### config.mk
export PLATFORM = sky130hd
export DESIGN_NAME = inst_fetch
export DESIGN_NICKNAME = d
export VERILOG_FILES = /design/src/rtl/inst_fetch.sv
export SDC_FILE = /design/constraint.sdc
export NUM_CORES = 1
export LEC_CHECK = 0
export BUFFER_PORTS_ARGS = -buffer_cell sky130_fd_sc_hd__buf_4
export CAP_MARGIN = 20
export CORE_MARGIN = 8
export CORE_UTILIZATION = 30
export CTS_BUF_LIST = sky130_fd_sc_hd__clkbuf_8
export DETAILED_ROUTE_END_ITERATION = 8
export SYNTH_ARGS = -nofsm -noshare
export SYNTH_HDL_FRONTEND = slang
export SYNTH_SLANG_ARGS = --single-unit
### constraint.sdc
create_clock -name i_clk -period 4.25 [get_ports i_clk]
set_clock_uncertainty 0.15 [all_clocks]
set_input_delay 0.6375 -clock i_clk [delete_from_list [all_inputs] [get_ports i_clk]]
set_output_delay 0.6375 -clock i_clk [all_outputs]
set_load 0.05 [all_outputs]
### src/rtl/inst_fetch.sv
// inst_fetch: instruction prefetcher with one outstanding memory read and a DEPTH-entry FIFO
//   i_clk, i_rst_n        clock, asynchronous active-low reset
//   i_start               pulse: begin fetching at BOOT_PC
//   i_redirect/_pc        flush FIFO and restart fetch at a new word address
//   i_consume             CPU takes the head instruction
//   o_inst/_valid/_pc     head of FIFO (zeros when empty)
//   o_imem_req/_addr      one-cycle read request (addr zero when idle)
//   i_imem_rvalid/_rdata  read response, one or more cycles after the request
module inst_fetch #(
  parameter int          DEPTH   = 4,
  parameter logic [31:0] BOOT_PC = 32'h0
) (
  input  logic        i_clk,
  input  logic        i_rst_n,
  input  logic        i_start,
  input  logic        i_redirect,
  input  logic [31:0] i_redirect_pc,
  input  logic        i_consume,
  output logic [31:0] o_inst,
  output logic        o_inst_valid,
  output logic [31:0] o_inst_pc,
  output logic        o_imem_req,
  output logic [31:0] o_imem_addr,
  input  logic        i_imem_rvalid,
  input  logic [31:0] i_imem_rdata
);
  localparam int AW = $clog2(DEPTH);
  localparam int CW = AW + 1;
  typedef enum logic [1:0] {S_IDLE, S_REQ, S_WAIT, S_DISCARD} state_t;
  state_t          r_state, w_state_nx;
  logic [31:0]     r_pc, w_pc_nx;
  logic [AW-1:0]   r_wr, r_rd;
  logic [CW-1:0]   r_cnt;
  logic [31:0]     r_data [DEPTH];
  logic [31:0]     r_ipc  [DEPTH];
  logic            w_push, w_pop, w_flush, w_req, w_full, w_empty;
  assign w_full  = r_cnt == CW'(DEPTH);
  assign w_empty = r_cnt == '0;
  // redirect wins over both pop and push in the same cycle
  assign w_pop   = i_consume && !w_empty && !w_flush && r_state != S_IDLE;
  always_comb begin
    w_state_nx = r_state;
    w_pc_nx    = r_pc;
    w_push     = 1'b0;
    w_flush    = 1'b0;
    w_req      = 1'b0;
    case (r_state)
      S_IDLE: if (i_start) begin
        w_state_nx = S_REQ;
        w_pc_nx    = BOOT_PC;
      end
      S_REQ: if (i_redirect) begin
        w_flush = 1'b1;
        w_pc_nx = i_redirect_pc;
      end else if (!w_full) begin
        w_req      = 1'b1;
        w_state_nx = S_WAIT;
      end
      S_WAIT: if (i_redirect) begin
        w_flush    = 1'b1;
        w_pc_nx    = i_redirect_pc;
        // a response landing with the redirect is dropped on the spot; otherwise it must be swallowed later
        w_state_nx = i_imem_rvalid ? S_REQ : S_DISCARD;
      end else if (i_imem_rvalid) begin
        w_push     = 1'b1;
        w_pc_nx    = r_pc + 32'd1;
        w_state_nx = S_REQ;
      end
      S_DISCARD: begin
        if (i_redirect) begin
          w_flush = 1'b1;
          w_pc_nx = i_redirect_pc;
        end
        if (i_imem_rvalid) w_state_nx = S_REQ;
      end
      default: w_state_nx = S_IDLE;
    endcase
  end
  always_ff @(posedge i_clk or negedge i_rst_n) begin
    if (!i_rst_n) begin
      r_state <= S_IDLE;
      r_pc    <= BOOT_PC;
      r_wr    <= '0;
      r_rd    <= '0;
      r_cnt   <= '0;
    end else begin
      r_state <= w_state_nx;
      r_pc    <= w_pc_nx;
      if (w_flush) begin
        r_wr  <= '0;
        r_rd  <= '0;
        r_cnt <= '0;
      end else begin
        r_wr  <= w_push ? r_wr + AW'(1) : r_wr;
        r_rd  <= w_pop ? r_rd + AW'(1) : r_rd;
        r_cnt <= r_cnt + CW'(w_push) - CW'(w_pop);
      end
    end
  end
  // storage needs no reset: reads are masked by the count
  always_ff @(posedge i_clk) begin
    if (w_push) begin
      r_data[r_wr] <= i_imem_rdata;
      r_ipc[r_wr]  <= r_pc;
    end
  end
  assign o_inst_valid = !w_empty;
  assign o_inst       = w_empty ? 32'h0 : r_data[r_rd];
  assign o_inst_pc    = w_empty ? 32'h0 : r_ipc[r_rd];
  assign o_imem_req   = w_req;
  assign o_imem_addr  = w_req ? r_pc : 32'h0;
  a_no_overflow: assert property (@(posedge i_clk) disable iff (!i_rst_n) !(w_push && !w_pop && w_full));
endmodule

==> results of run 1 <==
## power by group through the flow
stage	registers, uW	clock network (uW)	logic, uW
finish	4090	2410	3820
global route	4140	2640	4070
CTS	4090	2510	3900
detailed placement	4150	0	3890
global placement	4130	0	3870
floorplan	3850	0	2780
## cells in the mapped netlist (all sizes together), types with 3 or more instances
| master | n |
|---|---|
| edfxtp | 256 |
| and2 | 102 |
| mux4 | 64 |
| dfrtp | 41 |
| a21oi | 30 |
| nor2 | 28 |
| clkbuf | 26 |
| o21ai | 24 |
| nand2 | 23 |
| buf | 19 |
| nand3 | 19 |
| inv | 9 |
| and3 | 8 |
| nand4 | 8 |
| nor3 | 8 |
| ha | 7 |
| a31oi | 6 |
| xor2 | 6 |
| nor4 | 5 |
| a221oi | 4 |
| nor2b | 4 |
| o211ai | 4 |
| o22a | 4 |
| o311ai | 4 |
| xnor2 | 4 |
| a211o | 3 |
| a211oi | 3 |
| a22oi | 3 |
| o22ai | 3 |
## flip-flops by register name (all words and copies together), names as in the netlist
signal,flops
r_cnt,3
r_state,2
r_wr,2
r_data,128
r_rd,2
r_pc,32
r_ipc,128
## layout make-up
cell class	count	area, um^2
fillers	3975	26200
flip-flops and latches	297	8720
multi-input cells	406	3650
repair buffers	190	1480
clock buffers	55	757
well taps	539	674
clock inverters	38	188
inverters	10	37.5
## worst register-to-register path, stage by stage (launching register included)
cell and delay [ns]:
dfrtp_1 0.38, buf_4 0.22, or2_2 0.44, and4b_1 0.32, ha_1 0.31, inv_1 0.06, ha_1 0.13, inv_1 0.05
fa_1 0.36, xor2_1 0.18, xnor2_1 0.14, nor2_1 0.05
## per-layer routing
| metal | vias to the layer above | wire length (um) | GRT usage |
|---|---|---|---|
| met5 | - | 0 | 0 |
| met4 | 0 | 554 | 0.0431 |
| met3 | 39 | 1960 | 0.0316 |
| met2 | 266 | 15800 | 0.220 |
| met1 | 3858 | 15300 | 0.183 |
| li1 | 3392 | - | - |
## layout by cell type (no fill, tap or decap), types with 4 or more instances in the layout
cell type and n:
buf_12 4, mux4_2 64, clkinv_2 9, a21oi_1 30, o22a_1 4, nand2_1 22
ha_1 7, clkbuf_8 55, edfxtp_1 256, buf_4 185, and2_1 101, dfrtp_1 39
and3_4 4, a221oi_1 4, a31oi_1 6, nand3_1 17, clkinv_1 10, inv_1 26
nor2b_1 4, xor2_1 6, nor3_1 7, o21ai_0 24, xnor2_1 4, nand4_1 8
o211ai_1 4, nor2_1 28, and3_1 4
## final timing paths
path | to | from | cells past startpoint
worst min register to register | r_wr[0] | r_wr[0] | 1
worst max register to register | r_cnt[2] | r_state[0] | 11
worst max-delay path | o_inst_pc[17] | r_rd[0] | 4
min in group asynchronous | r_wr[0] | i_rst_n | 2
worst min-delay path | r_data[1][17] | i_imem_rdata[17] | 1
max in group asynchronous | r_rd[1] | i_rst_n | 2
## stage by stage
stage | power, uW | worst slack [ns] | instances
final | 10300 | 0.808 | 1535
after global routing | 10900 | 0.632 | 1535
after CTS | 10500 | 0.674 | 1535
after detailed placement | 8040 | 1.01 | 1441
after global placement | 8000 | 1.05 | 1441
after floorplan | 6630 | 0.678 | 758
## cells by family (layout without fill, tap and decap cells)
logic type	count (synthesis)	count (layout)	synth area share
flip-flops	297	297	0.694
XOR/XNOR	10	10	0.00697
multiplexers	66	66	0.116
buffers and inverters	55	293	0.0186
AND/OR/NAND/NOR	216	216	0.101
AO/OA/AOI/OAI	106	106	0.0553
adder cells (fa/ha/maj)	8	8	0.00857
==> metrics.yaml, run 1 <==
postCtsSetupBuffers: 0
synthTopCellsByArea: "edfxtp_1, mux4_2, dfrtp_1"
fmaxAchievable_ghz: 0.290
drive_gt1_frac: 0.337
cp_max_fo: 18
placed_cell_area_um2: 14500
rows: 75
path_buf_inv: 2
antennaDiodeCount: 0
arrival_ns: 2.65
cap_violations: 0
rsz0062_at_grt: "no"
fin_setup_tns_ns: 0
ys_ff_latch: 297
path_class: "reg2out"
ant_nets: 0
core_um2: 41700
synth_edf_count: 256
cts_tree: "built"
setup_viol: 0
path_common_cell: "buf_4"
pin_count: 168
synth_area_leader_cell: "edfxtp_1"
netlist_area_um2: 12600
p_seq_frac: 0.396
synthArstFlopShare: 0.138
timing.final.crit_share: 0.810
slowest_stage: "dfrtp_4"
clk_path_buf_depth: 3
cts.hold.buffers_added: 1
powerDensity_nw_per_um2: 665
fin_area_um2: 15500
grt-ovfl-total: 0
ctsResizeCount: 0
hold_viol_final: 0
die_width_um: 221
clkPwrFrac: 0.233
hold_slack_ns: 0.0768
seq_area_frac_synth: 0.694
fin_crit_ns: 3.44
grt_usage: 0.137
fp.dieArea_um2: 48700
synth_cell_type_count: 65
die_h_um: 221
required_ns: 3.46
cp_top_family: "flip-flops"
cts_made_buffers: 52
slew_viol_final: 0
syn_inst: 758
swShare: 0.404
r2r_slack_ns: 1.31
synth_warnings: 0
power_frac_comb: 0.371
grt_pass1_vias: 8043
grt_max_degree: 66
cts-root-buf: "clkbuf_8"
clkLatencyLatePin_ns: 0.62
start_util: 0.301
p_leak_uw: 0.00549
antenna_found_initial: 1
nets: 1035
via_per_inst: 4.92
grt_pass1_wl_um: 50200
ir_drop_uv: 341
worstPathCellList: "buf_4, mux4_2, and2_1, buf_4"
crit_path_end_kind: "primary output"
p_int_uw: 6150
routed_wl_um: 33600
synth_area_per_cell_um2: 16.6
cts.sinks: 297
drtPass1Iterations: 5
place_hpwl_um: 21200
drc: 0
htree_levels: 2
dr_total_vias: 7555
syn2layout_area_growth_pct: 23.4
final_core_util: 0.372
critPathLaunchType: "flop"
p_sw_uw: 4170
wl_per_cell_um: 21.9
relSlewSlack: 0.440
gp_congestion: 0.810
cpPeakStageDelay_ns: 0.63
worstMarginPinSlew_ns: 0.834
run_status: "completed"
port_buffers: 167
ys.flop_type: "edfxtp_1"
synth_nets: 836
yosys.area.top_type_share: 0.612
hold_class: "in2reg"
clkSlewWorstSetupHoldPaths_ns: 0.07
drtIter0Drc: 620
No activity file was read; power rests on OpenSTA's default activity.
==> run 2: changes to the inputs <==
ABC_AREA = 1   (was not set)
clock period = 3 ns   (was 4.25 ns; I/O delays follow)
==> metrics.yaml, run 2 <==
gp_congestion: 0.869
start_util: 0.303
dp.cells: 2041
rsz0062_at_grt: "yes"
synthTopCellsByCount: "nor2_1, edfxtp_1, o21ai_0"
ant_nets: 0
rows: 77
worstReg2RegStart: "r_state[0]"
cts_tree: "built"
cp_max_fo: 65
dr.max_layer_used: "met4"
final_cells: 2205
synth_warnings: 0
critPathLaunchType: "flop"
crit_path_end_kind: "primary output"
grt_usage: 0.153
synthArstFlopShare: 0.138
powerDensity_nw_per_um2: 937
clkPwrFrac: 0.236
top_regs: "r_data (128), r_ipc (128), r_pc (32)"
yosysMostFrequentCell: "nor2_1"
synth_cell_type_count: 40
total_power_uw: 16300
final_core_util: 0.395
wl_met1_um: 17600
clk_path_buf_depth: 3
via_per_inst: 4.74
p_sw_uw: 7070
antenna_found_initial: 1
cp-startpoint: "r_rd[0]"
grt-ovfl-total: 0
drtPass1Iterations: 5
slew_viol_final: 0
routed_wl_um: 39800
drc: 0
fp.dieArea_um2: 51400
synth_edf_count: 256
swShare: 0.434
wl_per_cell_um: 18.1
synthTopCellsByArea: "edfxtp_1, nor2_1, dfrtp_1"
arrival_ns: 2.31
fin_crit_ns: 2.91
netlist_area_um2: 13300
cts-root-buf: "clkbuf_8"
required_ns: 2.40
p_seq_frac: 0.359
relSlewSlack: 0.589
drive_gt1_frac: 0.210
dr_total_vias: 10450
clkLatencyLatePin_ns: 0.60
r2r_slack_ns: 0.35
route.met3.wl_um: 2530
timing.final.crit_share: 0.969
cts.sinks: 297
die_h_um: 227
power_frac_comb: 0.405
hold_viol_final: 0
placed_cell_area_um2: 15500
syn_inst: 1331
hold_class: "in2reg"
synth_area_leader_cell: "edfxtp_1"
syn2layout_area_growth_pct: 30.5
cts_made_buffers: 51
pin_count: 168
synth_area_per_cell_um2: 10.0
fmaxAchievable_ghz: 0.344
grt_pass1_wl_um: 60500
reg2reg_depth: 11
grt_max_degree: 66
path_class: "reg2out"
ys_ff_latch: 297
endpoint: "o_inst_pc[6]"
ys.flop_type: "edfxtp_1"
core_um2: 44000
fin_area_um2: 17400
setup_viol: 0
htree_levels: 2
ir_drop_uv: 508
fin_setup_tns_ns: 0
clkSlewWorstSetupHoldPaths_ns: 0.06
wl_met2_um: 18600
place_hpwl_um: 23400
reg2reg_to: "r_cnt[2]"
nets: 1648
drtIter0Drc: 792
grt_pass1_vias: 10493
run_status: "completed"
seq_area_frac_synth: 0.654
p_leak_uw: 0.00666
worstMarginPinSlew_ns: 0.616
p_int_uw: 9230
synth_nets: 1409
yosys.area.top_type_share: 0.577
final_common_cell: "nor2_1"
final_cell_mix: "nor2_1, edfxtp_1, buf_4"
cap_violations: 0
die_width_um: 227
port_buffers: 167
-- run 2: area by class of cell --
cell class / count / area, um^2
diodes: 1 / 2.50
flip-flops and latches: 297 / 8720
multi-input cells: 902 / 4200
repair buffers: 257 / 2420
clock inverters: 41 / 329
fillers: 4275 / 26600
well taps: 592 / 741
inverters: 61 / 241
clock buffers: 54 / 743
-- run 2: metrics by stage --
step,hold WS (ns),setup slack (ns)
after floorplan,0.00441,-0.472
after CTS,0.00384,0.00728
after detailed placement,0.345,0.218
after global placement,0.341,0.285
after global routing,0.0366,-0.0706
final,0.0707,0.0930
-- run 2: what timing repair did --
item | 4_1_cts | 5_1_grt
pin swaps | 1 | 1
endpoints found under the setup margin | 62 | 56
gates cloned | 4 | 1
setup buffers | 0 | 1
endpoints found under the hold margin | 198 | 0
hold buffers | 62 | 0
resized for setup | 9 | 2
-- run 2: kinds of logic (layout without fill, tap and decap cells) --
logic type                 Yosys count  count (layout)  share of synthesized area
DFF                                297             297                      0.654
AOI/OAI and AO/OA                  280             280                      0.109
and+or+nand+nor                    610             610                      0.186
xor gates and xnor gates             4               4                    0.00263
other                                0               1                          0
buffers and inverters              132             413                     0.0404
adders and majority gates            8               8                    0.00807
-- run 2: routing by layer --
layer | vias to the layer above | track usage
li1 | 5019 | -
met1 | 4981 | 0.198
met2 | 376 | 0.252
met3 | 74 | 0.0300
met4 | 0 | 0.0554
met5 | - | 0
-- run 2: worst min-delay path by stage --
stage | cells after the start | start | slack (ns) | endpoint
after global placement | 1 | i_rst_n | 0.34 | r_pc[26]
after CTS | 3 | i_redirect_pc[8] | 0.004 | r_pc[8]
after detailed placement | 1 | i_rst_n | 0.34 | r_pc[26]
after global routing | 3 | i_redirect | 0.04 | r_pc[2]
final | 3 | i_redirect | 0.07 | r_pc[2]
after floorplan | 0 | i_rst_n | 0.004 | r_cnt[0]
-- run 2: power groups by stage --
stage | clock network, uW | logic (uW) | registers [uW]
2_1_floorplan | 0 | 4400 | 5510
4_1_cts | 3970 | 6620 | 5850
3_5_place_dp | 0 | 6280 | 5910
6_report | 3840 | 6600 | 5850
3_3_place_gp | 0 | 6240 | 5880
5_1_grt | 4130 | 7120 | 5920
-- run 2: worst max-delay path: stages (launching register included) --
cell and delay [ns]:
dfrtp_4 0.52, bufbuf_16 0.45, nor2_1 0.09, nor2_1 0.09
o21ai_0 0.08, a21oi_1 0.19, buf_4 0.24
